<file path="src/rtl/intensity_window_ctrl.sv">
// Audio-intensity window controller: averages sample magnitudes over 2**LOG2_WINDOW accepts.
// Optional peak-hold output enabled by defining PEAK_HOLD_EN.
module intensity_window_ctrl #(
    parameter int DATA_W      = 8,
    parameter int LOG2_WINDOW = 3
) (
    input  logic              clk,
    input  logic              reset_n,
    input  logic              enable,
    input  logic              sample_valid,
    input  logic [DATA_W-1:0] sample,
    output logic              sample_ready,
    output logic [DATA_W-1:0] level,
    output logic              level_valid,
    output logic              busy
`ifdef PEAK_HOLD_EN
    ,
    output logic [DATA_W-1:0] peak
`endif
);

    localparam int SUM_W  = DATA_W + LOG2_WINDOW;
    localparam int CNT_W  = LOG2_WINDOW + 1;
    localparam int WINDOW = 1 << LOG2_WINDOW;

    typedef enum logic [1:0] {
        IDLE    = 2'd0,
        ACCUM   = 2'd1,
        AVERAGE = 2'd2
    } state_t;

    state_t             state_q, state_d;
    logic [SUM_W-1:0]   sum_q, sum_d;
    logic [CNT_W-1:0]   count_q, count_d;
    logic [DATA_W-1:0]  level_q, level_d;
    logic               levelValid_q, levelValid_d;
    logic [DATA_W-1:0]  magnitude;
    logic               accept;
    logic               lastAccept;

    // Most-negative input has no positive twin, so it saturates to the max positive value.
    always_comb begin
        if (sample == {1'b1, {(DATA_W-1){1'b0}}}) begin
            magnitude = {1'b0, {(DATA_W-1){1'b1}}};
        end else if (sample[DATA_W-1]) begin
            magnitude = -sample;
        end else begin
            magnitude = sample;
        end
    end

    assign accept     = sample_valid & sample_ready;
    assign lastAccept = accept && (count_q == CNT_W'(WINDOW - 1));

    always_ff @(posedge clk) begin
        if (!reset_n) begin
            state_q <= IDLE;
        end else begin
            state_q <= state_d;
        end
    end

    always_comb begin
        state_d = state_q;
        unique case (state_q)
            IDLE:    if (enable) state_d = ACCUM;
            ACCUM: begin
                if (!enable) begin
                    state_d = IDLE;
                end else if (lastAccept) begin
                    state_d = AVERAGE;
                end
            end
            AVERAGE: state_d = enable ? ACCUM : IDLE;
            default: state_d = IDLE;
        endcase
    end

    always_comb begin
        sample_ready = (state_q == ACCUM);
        busy         = (count_q != '0);
    end

    // Aborting in ACCUM drops the partial window; level keeps its last published value.
    always_comb begin
        sum_d        = sum_q;
        count_d      = count_q;
        level_d      = level_q;
        levelValid_d = 1'b0;
        unique case (state_q)
            ACCUM: begin
                if (!enable) begin
                    sum_d   = '0;
                    count_d = '0;
                end else if (accept) begin
                    sum_d   = sum_q + {{LOG2_WINDOW{1'b0}}, magnitude};
                    count_d = count_q + CNT_W'(1);
                end
            end
            AVERAGE: begin
                level_d      = sum_q[SUM_W-1:LOG2_WINDOW];
                levelValid_d = 1'b1;
                sum_d        = '0;
                count_d      = '0;
            end
            default: begin
                sum_d   = '0;
                count_d = '0;
            end
        endcase
    end

    always_ff @(posedge clk) begin
        if (!reset_n) begin
            sum_q        <= '0;
            count_q      <= '0;
            level_q      <= '0;
            levelValid_q <= 1'b0;
        end else begin
            sum_q        <= sum_d;
            count_q      <= count_d;
            level_q      <= level_d;
            levelValid_q <= levelValid_d;
        end
    end

    assign level       = level_q;
    assign level_valid = levelValid_q;

`ifdef PEAK_HOLD_EN
    logic [DATA_W-1:0] peak_q, peak_d;

    // Peak decays by one per publish unless the new level beats it.
    always_comb begin
        peak_d = peak_q;
        if (state_q == AVERAGE) begin
            if (level_d > peak_q) begin
                peak_d = level_d;
            end else if (peak_q != '0) begin
                peak_d = peak_q - DATA_W'(1);
            end
        end
    end

    always_ff @(posedge clk) begin
        if (!reset_n) begin
            peak_q <= '0;
        end else begin
            peak_q <= peak_d;
        end
    end

    assign peak = peak_q;
`endif

endmodule

</file>
<file path="config.mk">
export PLATFORM = sky130hd
export DESIGN_NAME = intensity_window_ctrl
export DESIGN_NICKNAME = d
export VERILOG_FILES = /design/src/rtl/intensity_window_ctrl.sv
export SDC_FILE = /design/constraint.sdc
export NUM_CORES = 1
export LEC_CHECK = 0
export CAP_MARGIN = 10
export CORE_MARGIN = 3
export CORE_UTILIZATION = 35
export DETAILED_ROUTE_END_ITERATION = 16
export DONT_BUFFER_PORTS = 1
export GPL_ROUTABILITY_DRIVEN = 0
export PLACE_DENSITY_LB_ADDON = 0.3
export SYNTH_ARGS = -nofsm -noshare
export SYNTH_HDL_FRONTEND = slang
export SYNTH_SLANG_ARGS = --single-unit
export TNS_END_PERCENT = 20
</file>
<file path="constraint.sdc">
create_clock -name clk -period 2.5 [get_ports clk]
set_clock_uncertainty 0.1 [all_clocks]
set_input_delay 0.125 -clock clk [delete_from_list [all_inputs] [get_ports clk]]
set_output_delay 0.125 -clock clk [all_outputs]
set_load 0.1 [all_outputs]
</file>
==> metrics.txt <==
outcome finished, final reports clean; Syn Nets roughly 210; violation count after the first detailed-route iteration 33; Yosys top cell area share 33.8%; Antenna diodes 0; fin crit share about nine tenths; Global Route Usage Sum between 10% and 20%; CP max FO 5; vias per cell a little over 5; asr flop ratio synth 0%; Synth Register Bits 26; initial antenna violation count 0; Clock power frac 33.9%; Startpoint Class input port; DRC Markers 0; first-pass GRT wire length 5330 um; share of layout cells above drive strength 1 roughly an eighth; CTS tree done; Slew headroom 38.2%; Avg WL per Cell around 12 um; Clk pin slew, worst setup/hold paths ~0.09 ns; VDD IR max approximately 0.2 mV; worst path cell trace inv_1, ha_1, nand2_1, nor2_1, nand3_1, nand2_1, ha_1, fa_1, a21o_1, a221oi_4, o21ai_2, nand4_1, mux2i_1; die width ~72 um; WL final a little over 3000 um; Top-Level Pins 23; DRT antenna net count 0; min Tclk post-route 2.23 ns; Fin Setup TNS 0 ns; RSZ-0062 raised after global routing no; FP Rows 23; Power Internal roughly 0.6 mW; Slew @ Worst Pin a little over 0.9 ns; critical path's largest stage delay 0.42 ns; Placed Cells between 200 and 250; Initial DRT Pass Iterations 4; clock buffer count from CTS 3; global route overflow 0; worst-case clock buffer depth 2; Power Dens Cells 464 mW/mm^2; root buf cell clkbuf_8; biggest area consumer among synthesized cells dfxtp_1; Ys Warns 0; Mapped Cells ~180; critical path's slowest cell fa_1; Chip Height about 72 um; dominant cells by area after synthesis dfxtp_1 34%, ha_1 9.8%, nand2_1 8.8%; Comb pwr share about 14%; Net Sw Power approximately 0.20 mW; Leakage roughly 0.74 nW; Max Freq 448 MHz; die area 0.00523 mm^2; Most used DFF post-synth dfxtp_1; Switching Share around a quarter; Max Cap Viol 0; worst-skew pair later-pin latency roughly 0.27 ns; post-synthesis sequential area ratio 33.8%; Req. time, crit path around 2.6 ns; Non-Filler Instances 244; Final nets 220; Initial Util between 30% and 40%; share of power burned in registers a little over half; Yosys cell types 39; syn_area_per_cell between 8 and 9 um^2; Core ar. 0.00412 mm^2; Final Hold Vio Count 0; pin count of the biggest net entering global routing 15; CTS H-tree lvls 1; number of synthesized flops with an enable pin 0; setup violators final 0; Setup Fix Bufs, Post-CTS 0; hold buffers post-CTS 3; synth cell count leaders 36 x nand2_1, 26 x dfxtp_1, 17 x nor2_1; clock sink count 26; Worst setup EP type flop; IO buf count 0; Layout area overhead 12.5%; DP HPWL 2340 um; fin. max-slew vios 0; mapped cell area around 0.0015 mm^2; # resized after CTS 0; via count 1241; vias in the first global route between 1000 and 1500; Worst Hold Class in -> reg; most common cell in the synthesized netlist nand2_1; kind of critical path in -> reg; CP Data Arrival Time between 2 and 2.5 ns
[power groups by stage]
stage               combinational, mW  clock (mW)  sequential [mW]
global route                    0.125       0.289            0.421
global placement                0.102           0            0.431
CTS                             0.111       0.276            0.421
floorplan                      0.0917           0            0.430
detailed placement              0.102           0            0.431
finish                          0.110       0.272            0.421
[logic make-up (layout without fill, tap and decap cells)]
family,after synthesis,in the layout,share of synthesized area (%)
buffers and inverters,13,23,3.41
muxes,2,2,1.30
adders and majority gates,13,13,11.1
AOI/OAI and AO/OA,47,47,23.3
xor gates and xnor gates,11,11,6.26
DFF,26,26,33.8
and+or+nand+nor,72,72,20.8
[layout make-up]
| cell class | instances | area [um^2] |
|---|---|---|
| Multi-Input combinational cell | 145 | 966 |
| Timing Repair Buffer | 13 | 105 |
| Tap cell | 50 | 62.6 |
| Fill cell | 419 | 2380 |
| Inverter | 6 | 22.5 |
| Sequential cell | 26 | 520 |
| Clock buffer | 4 | 55.1 |
[critical path: cells and delay by family]
family,cells,cell delay (ns)
multiplexers,1,0.19
AND/OR/NAND/NOR,5,0.57
adder cells (fa/ha/maj),3,0.83
AO/OA/AOI/OAI,3,0.60
buffers and inverters,1,0.03
[metal layers]
layer / vias to the layer above / global-route usage [%] / share of wire, %
li1: 659 / - / -
met1: 544 / 16.7 / 52
met2: 31 / 19.8 / 39
met3: 7 / 3.32 / 6.5
met4: 0 / 5.22 / 2.0
met5: - / 0 / 0
[flip-flops by register name (all words and copies together) (netlist names)]
| register | cells |
|---|---|
| count_q | 4 |
| state_q | 2 |
| sum_q | 11 |
| level_valid | 1 |
| level | 8 |
[path summary, 6_finish.rpt]
| check | startpoint | end | slack, ns | cells after the start |
|---|---|---|---|---|
| worst max-delay path | sample[0] | sum_q[10]$_SDFFE_PN0P_ | 0.27 | 13 |
| worst min-delay path | sample_valid | state_q[0]$_SDFFE_PN0P_ | 0.02 | 2 |
| worst max register to register | sum_q[0]$_SDFFE_PN0P_ | sum_q[10]$_SDFFE_PN0P_ | 0.46 | 7 |
| worst min register to register | level[7]$_SDFFE_PN0P_ | level[7]$_SDFFE_PN0P_ | 0.37 | 2 |
[stage by stage]
| stage | instance area, um^2 | hold WS [ns] | util, % | worst slack, ns | power [mW] |
|---|---|---|---|---|---|
| final | 1730 | 0.0160 | 42.1 | 0.266 | 0.803 |
| after floorplan | 1540 | 0.178 | - | 0.225 | 0.521 |
| after CTS | 1730 | 0.0144 | 42.1 | 0.260 | 0.808 |
| after global placement | 1650 | 0.123 | 40.0 | 0.0833 | 0.532 |
| after detailed placement | 1650 | 0.126 | 40.0 | -0.00587 | 0.532 |
| after global routing | 1730 | 0.0222 | 42.1 | 0.0876 | 0.835 |
[layout by cell type (no fill, tap or decap), types with 2 or more instances in the layout]
cell type | Yosys | routed
ha_1 | 12 | 12
and2_1 | 2 | 2
o21ai_0 | 5 | 5
nand4_1 | 2 | 2
xor2_1 | 6 | 6
a21o_1 | 3 | 3
clkbuf_8 | 0 | 4
and3_2 | 3 | 3
dlygate4sd3_1 | 0 | 3
a21oi_1 | 11 | 11
nand3_1 | 4 | 4
a31oi_1 | 3 | 3
o21a_1 | 2 | 2
a21boi_0 | 8 | 8
nand2_1 | 36 | 36
nor2b_1 | 2 | 2
nor2_1 | 17 | 17
a211oi_1 | 3 | 3
inv_1 | 5 | 5
mux2i_1 | 2 | 2
xnor2_1 | 5 | 5
o21ai_2 | 2 | 2
dfxtp_1 | 26 | 26
buf_4 | 1 | 10
nor3_1 | 3 | 3
Power figures use the tool's default switching activity.
